### src/rtl/timing_control_unit.sv
// timing_control_unit: sequence-counter control, fetch/indirect strobes and run/halt flip-flop
module timing_control_unit #(
  parameter int SC_WIDTH = 4
) (
  input  logic                     CLK,
  input  logic                     reset,
  input  logic [SC_WIDTH-1:0]      COUNT,
  input  logic [15:0]              IR,
  input  logic                     START,
  output logic                     SC_INC,
  output logic                     SC_CLR,
  output logic [2**SC_WIDTH-1:0]   T,
  output logic [7:0]               D,
  output logic                     I,
  output logic                     RUN,
  output logic                     AR_LD,
  output logic                     IR_LD,
  output logic                     PC_INC,
  output logic [2:0]               BUS_SEL
);
  localparam int TW = 2**SC_WIDTH;
  logic          r_run;
  logic [7:0]    r_d;
  logic          r_i;
  logic [TW-1:0] w_t;
  logic          w_end;
  logic          w_hlt;
  logic          w_ill;
  logic          w_ind;
  logic          w_unused;
  assign w_unused = ^IR[11:1];
  // decode timing, end-of-instruction, halt and indirect conditions
  always_comb begin
    w_t   = r_run ? TW'(1) << COUNT : '0;
    w_ill = r_run && (COUNT > SC_WIDTH'(6));
    w_end = (w_t[3] & r_d[7])
          | (w_t[5] & (r_d[0] | r_d[1] | r_d[2] | r_d[5]))
          | (w_t[4] & (r_d[3] | r_d[4]))
          | (w_t[6] & r_d[6]);
    w_hlt = w_t[3] & r_d[7] & ~r_i & IR[0];
    w_ind = w_t[3] & ~r_d[7] & r_i;
  end
  // counter controls and fetch/indirect strobes; idle parks the counter at 0
  always_comb begin
    SC_CLR  = ~r_run | w_end | w_ill;
    SC_INC  = r_run & ~SC_CLR;
    AR_LD   = w_t[0] | w_t[2] | w_ind;
    IR_LD   = w_t[1];
    PC_INC  = w_t[1];
    BUS_SEL = w_t[0] ? 3'd2 : w_t[1] ? 3'd7 : w_t[2] ? 3'd5 : w_ind ? 3'd7 : 3'd0;
  end
  // start-stop flip-flop: halt overrides start
  always_ff @(posedge CLK or posedge reset) begin
    if (reset) r_run <= 1'b0;
    else if (w_hlt) r_run <= 1'b0;
    else if (START && !r_run) r_run <= 1'b1;
  end
  // opcode and indirect bit captured at the end of T2, held until the next T2
  always_ff @(posedge CLK or posedge reset) begin
    if (reset) begin
      r_d <= 8'h00;
      r_i <= 1'b0;
    end else if (w_t[2]) begin
      r_d <= 8'(1) << IR[14:12];
      r_i <= IR[15];
    end
  end
  assign T   = w_t;
  assign D   = r_d;
  assign I   = r_i;
  assign RUN = r_run;
endmodule

### config.mk
export PLATFORM = sky130hd
export DESIGN_NAME = timing_control_unit
export DESIGN_NICKNAME = d
export VERILOG_FILES = /design/src/rtl/timing_control_unit.sv
export SDC_FILE = /design/constraint.sdc
export NUM_CORES = 1
export LEC_CHECK = 0
export CAP_MARGIN = 20
export CELL_PAD_IN_SITES_DETAIL_PLACEMENT = 0
export CELL_PAD_IN_SITES_GLOBAL_PLACEMENT = 1
export CORE_UTILIZATION = 24
export CTS_CLUSTER_SIZE = 16
export DETAILED_ROUTE_END_ITERATION = 6
export GPL_TIMING_DRIVEN = 0
export PLACE_DENSITY = 0.91
export SETUP_SLACK_MARGIN = 0.15
export SYNTH_ARGS = -nofsm -noshare
export SYNTH_HDL_FRONTEND = slang
export SYNTH_SLANG_ARGS = --single-unit
### constraint.sdc
create_clock -name CLK -period 4.4 [get_ports CLK]
set_clock_uncertainty 0.1 [all_clocks]
set_input_delay 1.1 -clock CLK [delete_from_list [all_inputs] [get_ports CLK]]
set_output_delay 1.1 -clock CLK [all_outputs]
set_load 0.01 [all_outputs]
======== Word level (Yosys, flattened, before mapping) ========
Cells that the tools add are included.
Widths: inputs -> output; s select.
cells by class
  order comparisons ....................... 1
  shift operators ......................... 2
  multiplexer cells ....................... 7
  bitwise operators ....................... 24
  reductions and logical operators ........ 4
operator list
  operator              count
  $mux 16               1
  $shl 1x4->16 const A  1
  $mux 3                4
  $or 1x1->1            11
  $and 1x1->1           9
  $shl 1x3->8 const A   1
  $gt 4x3->1 const B    1
  $not 1->1             4
  $logic_and 1x1->1     2
  $mux 1                2
  $reduce_bool 2->1     1
  $logic_not 1->1       1
word-level totals
  register bits after elaboration ......... 10
  input port bits ......................... 23
  output and inout bits ................... 34
  logic and storage cells ................. 41

======== Longest topological paths before layout ========
Gate-level depths: netlist (run 1).
  depth in word-level cells ............... 11
  depth in mapped cells ................... 5
  depth with buffers taken out ............ 3

======== Worst setup path after synthesis (run 1) ========
OpenSTA, ideal clock, no wires.
  kind .................................... in2out
  start point ............................. input COUNT[1]
  end point ............................... output BUS_SEL[2]
  arrival ................................. 2.110 ns
  slack ................................... 1.090 ns
  stages on the path ...................... 5
  buffers on the path ..................... 3
  cell sequence ........................... buf_4 clkbuf_1 nor2_1 nor3_1 buf_4
on the way
  word-level cells in the longest chain between the ends .. 8
RTL lines
  item                       RTL line  RTL
  start, declared            7         input logic [SC_WIDTH-1:0] COUNT,
  $shl 1x4->16 (*)           34        w_t = r_run ? TW'(1) << COUNT : '0;
  $mux 16 (*)                34
  $and 1x1->1 (2 in series)  41        w_ind = w_t[3] & ~r_d[7] & r_i;
  $mux 3 (3 in series)       50        BUS_SEL = w_t[0] ? 3'd2 : w_t[1] ? 3'd7 : w_t[2] ? 3'd5 : w_ind ? 3'd7 : 3'd0;
  $mux 3 (*)                 50
  end, declared              19        output logic [2:0] BUS_SEL
Every way passes the cells marked *; elsewhere a longest branch is shown, timed or not.

======== Final worst setup path (run 1) ========
  start point ............................. input COUNT[1]
  end point ............................... output SC_CLR
on the way
  word-level cells in the longest chain between the ends .. 8
  elaborated cells between the ends (all ways) .. 13
RTL lines
  item                            RTL line  RTL
  $shl 1x4->16                    34
  $mux 16                         34
  $and 1x1->1 (on tied branches)  36, 37
  $or 1x1->1                      37        | (w_t[5] & (r_d[0] | r_d[1] | r_d[2] | r_d[5]))
  $or 1x1->1                      38        | (w_t[4] & (r_d[3] | r_d[4]))
  $or 1x1->1                      39        | (w_t[6] & r_d[6]);
  $or 1x1->1                      45        SC_CLR = ~r_run | w_end | w_ill;
  $or 1x1->1 (*)                  45
  end, declared                   11        output logic SC_CLR,
Marked as above.

==> metrics.txt, run 1 <==
maximum net fanout on the critical path 8; Pwr per Cell Area 219 mW/mm2; required time of the worst setup path between 3000 and 4000 ps; most common cell after layout, fill and taps aside clkdlybuf4s50_1; cell leakage power approximately 0.53 nW; part of the total power dissipated in the clock network 0.211; port buffer count between 40 and 50; achievable clock frequency around 0.26 GHz; Ant. Diodes 0; cell count after synthesis 87; R2R cell count 3; dominant combinational cell family by area after synthesis simple AND/OR/NAND/NOR gates; multi-input gate area in the final layout between 400 and 500 um2; depth of the CTS H-tree 1; non-filler cells, final 175; sink count of the clock tree 10; die outline area about 0.0034 mm2; Rows 20; synth-to-layout area growth 64.5%; global placer's final weighted congestion ~0.82; cell internal pwr between 150 and 200 uW; RSZ-0062 raised after global routing false; area share of fa/ha/maj cells after synthesis 0; Syn. warnings 0; area occupied by registers between 200 and 300 um2; startpoint-to-endpoint class of the critical path primary input to primary output; hold_buf cts 0; residual antenna-violating net count after detailed routing 0; syn avg cell area a little under 9 um2; number of DRC markers after the initial detailed-route iteration 7; number of unique standard cell types used by synthesis 30; minimum setup slack among reg-to-reg paths between 2000 and 3000 ps; mean number of vias per cell about 4.4; clock tree from TritonCTS yes; slew of the pin with the lowest slew margin roughly 480 ps; horizontal die dimension about 58 um; Worst Path Arrival about 2600 ps; CP Launch Type primary input; critical register-to-register path startpoint RUN; most used cells in the layout excluding fill and tap cells clkdlybuf4s50_1 (41), nor2_1 (11), dfrtp_1 (10); number of global-route vias before repair between 700 and 800; R2R Path End D[1]; switching fraction of total power 0.292; Compound-Gate Fraction of Synth Area 0.0727; flip-flop and latch count after synthesis 10; DR pass1 iterations 3; sequential share of the synthesized area 0.331; die boundary height 58.2 um; Setup TNS 0 ps; share of cell area taken by muxes after synthesis 0.134; Final setup viols 0; worst hold margin roughly 440 ps; worst vdd ir about 0.16 mV; largest net degree at the start of global routing 11; routed wire length 1930 um; clock slew at reported path FFs approximately 60 ps; Clock Root Buffer clkbuf_4; power consumption about 270 uW; worst hold-check path type flip-flop to flip-flop; number of slew-limit violations in the final report 0; endpoint of the most critical setup path SC_CLR; Net Switching between 70 and 80 uW; post-detailed-placement half-perimeter wirelength approximately 1600 um; total I/O pin count 57; startpoint of the worst setup timing path COUNT[1]; post-synthesis share of cell area spent on xor and xnor gates 0; total number of vias 770; post-cts repair resize count 0; number of instances in the placed design roughly 170; Bufs on Longest Clock Path 2; part of the power in combinational logic 0.378; count of endpoints failing hold in the final timing report 0; grt ovf 0; Flop pwr share 0.411; antenna violations before repair 0; routed wire length per instance around 11 um; outcome finished clean; tightest slew margin relative to the limit 0.677; cell area after technology mapping 757 um2; wire length of the first global-routing pass around 3200 um; simple-gate area share of the yosys netlist 0.362; share of the cycle needed by the critical path after routing 0.859; filler cell count about 320; endpoint class of the critical path primary output; final-stage net count ~160; Std-Cell Core Area a little over 0.003 mm2; minimum period implied by the final worst setup slack 3780 ps; Max Cap Viol 0; GRT Resource Usage Total 0.121; initial standard-cell utilization of the core 0.250; number of post-CTS setup repair buffers 0; syn nets between 100 and 150; DRC violation count after routing 0; layout cell share with drive strength beyond 1 0.191; number of buffers added by the clock tree synthesis step 3; clock latency on the worst-skew pair 250 ps
==> cells in the mapped netlist, drive strengths merged <==
| cell | number | area share |
|---|---|---|
| nor2 | 11 | 0.055 |
| nor3 | 7 | 0.046 |
| nand3 | 2 | 0.020 |
| nand2b | 4 | 0.053 |
| o211ai | 1 | 0.0099 |
| nand2 | 9 | 0.048 |
| a31o | 1 | 0.012 |
| a31oi | 1 | 0.0083 |
| dfrtp | 10 | 0.33 |
| o32a | 1 | 0.013 |
| a21oi | 1 | 0.0066 |
| and3 | 1 | 0.0083 |
| and2 | 1 | 0.0083 |
| clkbuf | 1 | 0.0050 |
| or3 | 2 | 0.023 |
| buf | 7 | 0.071 |
| nor2b | 4 | 0.033 |
| nor3b | 4 | 0.040 |
| o311ai | 1 | 0.012 |
| nor4 | 2 | 0.017 |
| o32ai | 1 | 0.012 |
| mux2 | 9 | 0.13 |
| inv | 5 | 0.025 |
| and3b | 1 | 0.012 |
==> cell type report <==
class                           instances  share of cell area
Buffer                                  8              0.0462
Multi-Input combinational cell         64               0.346
Tap cell                               44              0.0442
Clock buffer                            3              0.0181
Timing Repair Buffer                   41               0.330
Sequential cell                        10               0.201
Inverter                                5              0.0151
==> registers in the layout, indices dropped and copies added (netlist names) <==
name	cells
RUN	1
I	1
D	8
==> metal layers <==
layer / wire length (um) / GRT usage / vias to the layer above
li1: - / - / 386
met1: 842 / 0.143 / 349
met2: 965 / 0.215 / 33
met3: 108 / 0.0156 / 2
met4: 14 / 0.0578 / 0
met5: 0 / 0 / -
==> power by group through the flow <==
stage,Combinational [mW],Clock [mW],Sequential [mW]
3_5_place_dp,0.104,0,0.114
3_3_place_gp,0.102,0,0.113
5_1_grt,0.113,0.0664,0.114
4_1_cts,0.105,0.0608,0.113
6_report,0.103,0.0576,0.112
2_1_floorplan,0.0471,0,0.117
==> worst max-delay path: stages <==
cell and delay, ps:
buf_4 150, nand2b_4 160, o311ai_0 470, a31o_2 180, clkdlybuf4s50_1 530
==> kinds of logic (layout without fill, tap and decap cells) <==
| family | Yosys count | after routing |
|---|---|---|
| AOI/OAI and AO/OA | 7 | 7 |
| buffers and inverters | 13 | 57 |
| DFF | 10 | 10 |
| muxes | 9 | 9 |
| and+or+nand+nor | 48 | 48 |
==> worst min-delay path by stage <==
stage	start	cells past startpoint	to	slack [ps]
floorplan	D[6]	1	D[6]	460
global placement	D[6]	1	D[6]	420
detailed placement	D[6]	1	D[6]	430
CTS	D[6]	1	D[6]	450
global route	D[4]	1	D[4]	470
finish	D[4]	1	D[4]	440
==> metrics by stage <==
stage / area, um2 / utilization / setup WS [ps]
after global routing: 1240 / 0.411 / 471
after global placement: 1220 / 0.404 / 615
after CTS: 1240 / 0.411 / 588
after detailed placement: 1220 / 0.404 / 589
final: 1240 / 0.411 / 622
after floorplan: 757 / - / 1090
(Power assumes the default switching activity.)
==> run 2: changes to the inputs <==
Settings changed: CTS_CLUSTER_DIAMETER set to 30.
==> results of run 2 <==
Final layout, timing and power as in run 1 (identical DEF).
==> run 3: changes to the inputs <==
Settings changed: PLACE_DENSITY 0.91 to 0.81.
==> run 3 against run 2 <==
  * Final cell count grew 0.57%
  * Routed wire length is 2.1% higher
  * Utilization increased by 0.45 points
  * Critical path type unchanged
  * First-iteration DRC count grew to 3.1 times the previous value
  * Largest cell class unchanged
==> metrics.txt, run 3 (synthesized netlist as in run 1, its figures left out) <==
tightest slew margin relative to the limit 0.649; mean number of vias per cell 4.57; DR WL met2 around 990 um; number of post-CTS setup repair buffers 0; number of global-route vias before repair 773; total I/O pin count 57; Final setup viols 0; clock latency on the worst-skew pair ~270 ps; met3 WL 136 um; Clock Root Buffer clkbuf_4; Pwr per Cell Area 236 mW/mm2; Bufs on Longest Clock Path 2; post-detailed-placement half-perimeter wirelength approximately 1600 um; die boundary height between 50 and 60 um; total number of vias 805; synth-to-layout area growth 66.3%; final-stage net count around 160; slew of the pin with the lowest slew margin slightly above 500 ps; grt ovf 0; clock slew at reported path FFs ~60 ps; Setup TNS 0 ps; achievable clock frequency ~0.26 GHz; initial standard-cell utilization of the core 0.250; uppermost signal routing layer after detailed routing met4; worst vdd ir about 0.13 mV; CP Launch Type primary input; required time of the worst setup path around 3200 ps; startpoint-to-endpoint class of the critical path primary input to primary output; Util after Layout 0.416; global placer's final weighted congestion about 0.79; post-cts repair resize count 0; non-filler cells, final around 180; number of DRC markers after the initial detailed-route iteration 22; antenna violations before repair 0; DRC violation count after routing 0; hold_buf cts 0; clock tree from TritonCTS yes; residual antenna-violating net count after detailed routing 0; count of endpoints failing hold in the final timing report 0; RSZ-0062 raised after global routing false; Ant. Diodes 0; routed wire length per instance about 11 um; layout cell share with drive strength beyond 1 0.197; outcome finished clean; port buffer count 41; share of the cycle needed by the critical path after routing 0.869; cell leakage power ~0.54 nW; sink count of the clock tree 10; largest net degree at the start of global routing 11; Std-Cell Core Area 0.00303 mm2; minimum period implied by the final worst setup slack approximately 3800 ps; wire length of the first global-routing pass around 3300 um; met1 layer wirelength in the final routing roughly 820 um; number of slew-limit violations in the final report 0; number of instances in the placed design ~170; routed wire length slightly below 2000 um; DR pass1 iterations 4; max FFs per register 8; Max Cap Viol 0; die outline area ~0.0034 mm2; Worst Path Arrival roughly 2600 ps; Rows 20; worst hold-check path type flip-flop to flip-flop; filler cell count between 300 and 400; depth of the CTS H-tree 1; GRT Resource Usage Total 0.124; most common cell after layout, fill and taps aside clkdlybuf4s50_1; number of buffers added by the clock tree synthesis step 3; maximum net fanout on the critical path 8; most used cells in the layout excluding fill and tap cells clkdlybuf4s50_1 (41), nor2_1 (11), dfrtp_1 (10); horizontal die dimension roughly 58 um; endpoint class of the critical path primary output; power consumption approximately 300 uW
[run 3: changes by cell type in the layout (fill, tap and decap cells not counted), sizes merged]
cell,delta
clkbuf,+1
[run 3: power breakdown]
group	internal (mW)	switching, mW
clock network	0.0503	0.0309
logic	0.0596	0.0432
registers	0.102	0.0104
total	0.212	0.0845
[run 3: worst max-delay path: stages]
cell	delay, ps
buf_4	150
nand2b_4	160
o311ai_0	500
a31o_2	180
clkdlybuf4s50_1	530
[run 3: path summary, 6_finish.rpt]
check / slack (ps) / from / end / cells past startpoint
min: 440 / D[3] / D[3] / 1
min reg2reg: 440 / D[3] / D[3] / 1
min in group asynchronous: 1000 / reset / D[0] / 2
max reg2reg: 2860 / RUN / D[2] / 3
max in group asynchronous: 2940 / reset / D[6] / 2
max: 580 / COUNT[1] / SC_CLR / 5
[run 3: layout make-up]
type	instances	area, um2	share of cell area
Sequential cell	10	250	0.199
Tap cell	44	55.1	0.0437
Inverter	5	18.8	0.0149
Timing Repair Buffer	41	410	0.326
Multi-Input combinational cell	64	430	0.342
Clock buffer	4	36.3	0.0288
Buffer	8	57.6	0.0457
[run 3: through the flow]
stage | area [um2] | setup WS [ps] | hold slack (ps)
after floorplan | 757 | 1090 | 463
after global placement | 1220 | 562 | 428
after detailed placement | 1220 | 544 | 435
after CTS | 1260 | 542 | 454
after global routing | 1260 | 435 | 475
final | 1260 | 577 | 444
[run 3: metal layers]
layer | GRT usage | up-vias
met4 | 0.0510 | 0
li1 | - | 388
met1 | 0.146 | 379
met5 | 0 | -
met3 | 0.0179 | 3
met2 | 0.225 | 35
==> patch 1, RTL diff (settings of run 2) <==
Put a register stage on the output `AR_LD`, with the module's reset. The value now appears one clock later. The other outputs are not delayed to match.
--- a/src/rtl/timing_control_unit.sv
+++ b/src/rtl/timing_control_unit.sv
@@ -20,4 +20,6 @@
 );
   localparam int TW = 2**SC_WIDTH;
+
+  logic AR_LD_d;
   logic          r_run;
   logic [7:0]    r_d;
@@ -45,5 +47,5 @@
     SC_CLR  = ~r_run | w_end | w_ill;
     SC_INC  = r_run & ~SC_CLR;
-    AR_LD   = w_t[0] | w_t[2] | w_ind;
+    AR_LD_d = w_t[0] | w_t[2] | w_ind;
     IR_LD   = w_t[1];
     PC_INC  = w_t[1];
@@ -70,4 +72,12 @@
   assign I   = r_i;
   assign RUN = r_run;
+  always_ff @(posedge CLK or posedge reset) begin
+    if (reset) begin
+      AR_LD <= '0;
+    end else begin
+      AR_LD <= AR_LD_d;
+    end
+  end
+
 endmodule
 
Formal check against the unedited RTL: not equivalent (a bounded check fails within 4 cycles, from zero or initial values and one cycle with reset high).
==> patch 1 against run 2 <==
  * Register-to-register slack better by 0.20 ns
  * Total power is 7.9% higher
  * Sequential cell count grew 1
  * Combinational power rose by 4%
  * Non-clock buffer count up 5
  * Worst hold slack got worse by 0.0036 ns
  * Setup slack lost 0.36 ns
  * Cell count grew 2.3%
  * Design area up 7.2%
  * Routed wire length up 8.0%
  * Synthesized area up 3.8%
  * Synthesized cell count is 1.1% lower
  * Highest routed layer is now met3
==> patch 1: results (changes against run 2) <==
[run_status]
status=finished, final reports clean  ; unchanged

[placement]
hpwl_um=1680  ; was 1600 µm
place.gp.congestion=0.756  ; was 0.822
placed_area_mm2=0.00129  ; was 0.00122 mm²

[routing]
wl_met2_um=1010  ; was 965 µm
top_layer=met3  ; was met4
vias=814  ; was 770
wl_met1_um=970  ; was 842 µm
drtIter0Drc=33  ; was 7

[logic_synthesis]
synth_cell_types=28  ; was 30
synthTopCellsByCount=dfrtp_1 (11), mux2_2 (9), nor2_1 (7)  ; was nor2_1 (11), dfrtp_1 (10), mux2_2 (9)
synthTopCellsByArea=dfrtp_1 (35%), mux2_2 (13%), nand3b_1 (4.8%)  ; was dfrtp_1 (33%), mux2_2 (13%), nor2_1 (5.5%)
syn-num-nets=109  ; was 110
ys_seq_area_share_pct=35.0  ; was 33.1%

[pwr]
vdd_drop_max_uv=152  ; was 160 µV
pwr-share-seq_pct=41.3  ; was 41.1%
clkPwrFrac_pct=22.2  ; was 21.1%
powerDensity_mw_per_mm2=221  ; was 219 mW/mm²

[min_path]
hp-start=D[3]  ; was D[4]

[sta]
tightest_slew_ns=0.399  ; was 0.479 ns

[global_routing]
grt_pass1_vias=760  ; was 731
met3_usage_pct=1.53  ; was 1.56%
gr-usage-all-layers_pct=12.4  ; was 12.1%
met2_usage_pct=21.3  ; was 21.5%

[setup_path]
endpoint=T[6]  ; was SC_CLR
crit_start=COUNT[2]  ; was COUNT[1]

[clocking]
ctsResizeCount=1  ; was 0

[final_layout]
layout-drive-gt1-share_pct=18.5  ; was 19.1%

-- patch 1: cell count changes after synthesis, sizes merged, moves of 2 or more --
| cell | delta |
|---|---|
| buf | +2 |
| nand2 | -3 |
| nand3b | +5 |
| nor2 | -3 |
| nor2b | -4 |
| nor3 | -2 |
-- patch 1: cell families after synthesis --
logic type	after synthesis	share of synthesized area, %
AO/OA/AOI/OAI	9	8.28
multiplexers	9	12.9
buffers and inverters	13	8.60
AND/OR/NAND/NOR	44	35.2
flip-flops	11	35.0
-- patch 1: layout make-up --
type	instances	area, µm²
fill	326	1740
inverter	4	15.0
buffer	9	52.6
clock buffer	4	26.3
timing repair buffer	45	450
multi-input combinational	62	460
tap	44	55.1
sequential	11	275
-- patch 1: metrics by stage --
stage,hold slack [ns],std cells
global route,0.458,179
floorplan,0.462,86
CTS,0.445,179
global placement,0.416,175
finish,0.440,179
detailed placement,0.429,175
==> patch 2, RTL diff (flow settings as in run 2) <==
Without the edit above. Set the parameter `SC_WIDTH` to 3 (it was 4).
--- a/src/rtl/timing_control_unit.sv
+++ b/src/rtl/timing_control_unit.sv
@@ -1,5 +1,5 @@
 // timing_control_unit: sequence-counter control, fetch/indirect strobes and run/halt flip-flop
 module timing_control_unit #(
-  parameter int SC_WIDTH = 4
+  parameter int SC_WIDTH = 3
 ) (
   input  logic                     CLK,
Interface: changed (resized COUNT and T); port bits go from 57 to 48. The function was not compared with the original's and may differ.
==> patch 2 against run 2 <==
  * Routed wire length is 14% lower
  * Critical path type unchanged
  * Largest cell class unchanged
  * Sequential share of layout area up 4.0 points
  * Register-to-register slack better by 0.20 ns
  * Total power decreased by 3.0%
  * Synthesized area shrank 16%
  * Sequential cell count unchanged
  * Design area decreased by 17%
  * Count of clock-buffer cells in the layout unchanged
  * Setup slack worse by 0.20 ns
  * Fmax fell by 5.1%
  * Worst hold slack lost 0.035 ns
  * First-iteration DRC count rose by 57%
==> patch 2: results (changes against run 2) <==
[placement]
io_buffer_count=34  ; was 41
place.gp.congestion=0.749  ; was 0.822
hpwl_um=1310  ; was 1600 µm
place_inst=140  ; was 172
pre_cts_slack_ns=0.423  ; was 0.589 ns

[final_layout]
multi_input_area_um2=297  ; was 430 µm²
finalInstanceArea_mm2=0.00104  ; was 0.00124 mm²
layout-drive-gt1-share_pct=10.6  ; was 19.1%
multi_input_gates=53  ; was 64
fillers=263  ; was 322
nonClkBufAreaFrac_pct=39.8  ; was 37.6%
n_all_buffers=42  ; was 49
area_share_clock_buf_inv_pct=2.17  ; was 1.81%

[global_routing]
gr-usage-all-layers_pct=13.2  ; was 12.1%
met3_usage_pct=2.54  ; was 1.56%
grt_pass1_wl_um=2700  ; was 3180 µm
grtUsageMet1_pct=16.6  ; was 14.3%
met2_usage_pct=21.5  ; about the same

[routing]
wirelength_um=1660  ; was 1930 µm
drtIter0Drc=11  ; was 7
viasPerCell=4.83  ; was 4.40
dr.pass1.iters=4  ; was 3
wl_met2_um=787  ; was 965 µm
wire_per_inst_um=11.6  ; was 11.0 µm

[setup_path]
critPathMaxStageDelay_ns=0.47  ; was 0.53 ns
crit_path_max_fanout=10  ; was 8
worstPathArrival_ns=2.78  ; was 2.58 ns

[logic_synthesis]
syn-num-nets=98  ; was 110
synthMuxAreaShare_pct=2.35  ; was 13.4%
synthTopCellsByArea=dfrtp_1 (39%), nand2_1 (8.2%), buf_6 (7.1%)  ; was dfrtp_1 (33%), mux2_2 (13%), nor2_1 (5.5%)
ys_seq_area_share_pct=39.2  ; was 33.1%
synthTopCellsByCount=nand2_1 (14), dfrtp_1 (10), nor2_1 (9)  ; was nor2_1 (11), dfrtp_1 (10), mux2_2 (9)
synth_cell_types=23  ; was 30

[pwr]
p_leak_uw=0.000448  ; was 0.000530 µW
cellInternalPower_uw=187  ; was 193 µW
vdd_drop_max_uv=139  ; was 160 µV

[run_status]
status=finished, final reports clean  ; unchanged

[floorplan]
dieArea_mm2=0.00287  ; was 0.00338 mm²

[sta]
tightest_slew_ns=0.373  ; was 0.479 ns

==> patch 2: cell families (layout without fill, tap and decap cells) <==
logic type             Yosys count  count (layout)
buffers and inverters           13              50
AND/OR/NAND/NOR                 39              39
multiplexers                     1               1
flip-flops                      10              10
AO/OA/AOI/OAI                   13              13
==> patch 2: worst paths after layout <==
kind	start	endpoint	slack (ns)	depth (start not counted)
max	COUNT[1]	SC_INC	0.42	6
max in group asynchronous	reset	D[7]	2.93	2
min in group asynchronous	reset	D[6]	1.00	2
min reg2reg	D[3]	D[3]	0.41	2
min	D[3]	D[3]	0.41	2
max reg2reg	RUN	RUN	3.03	3
==> patch 2: tightest hold or removal path, cell delays in order, from the launching register on <==
cell	delay, ns
dfrtp_1	0.37
nand2_1	0.05
o21ai_0	0.05
==> patch 2: power by group through the flow <==
stage	registers, µW	logic, µW	clock network (µW)
finish	109	94.6	61.2
global route	110	104	68.0
CTS	109	95.8	62.5
detailed placement	111	95.4	0
global placement	111	94.1	0
floorplan	113	41.3	0
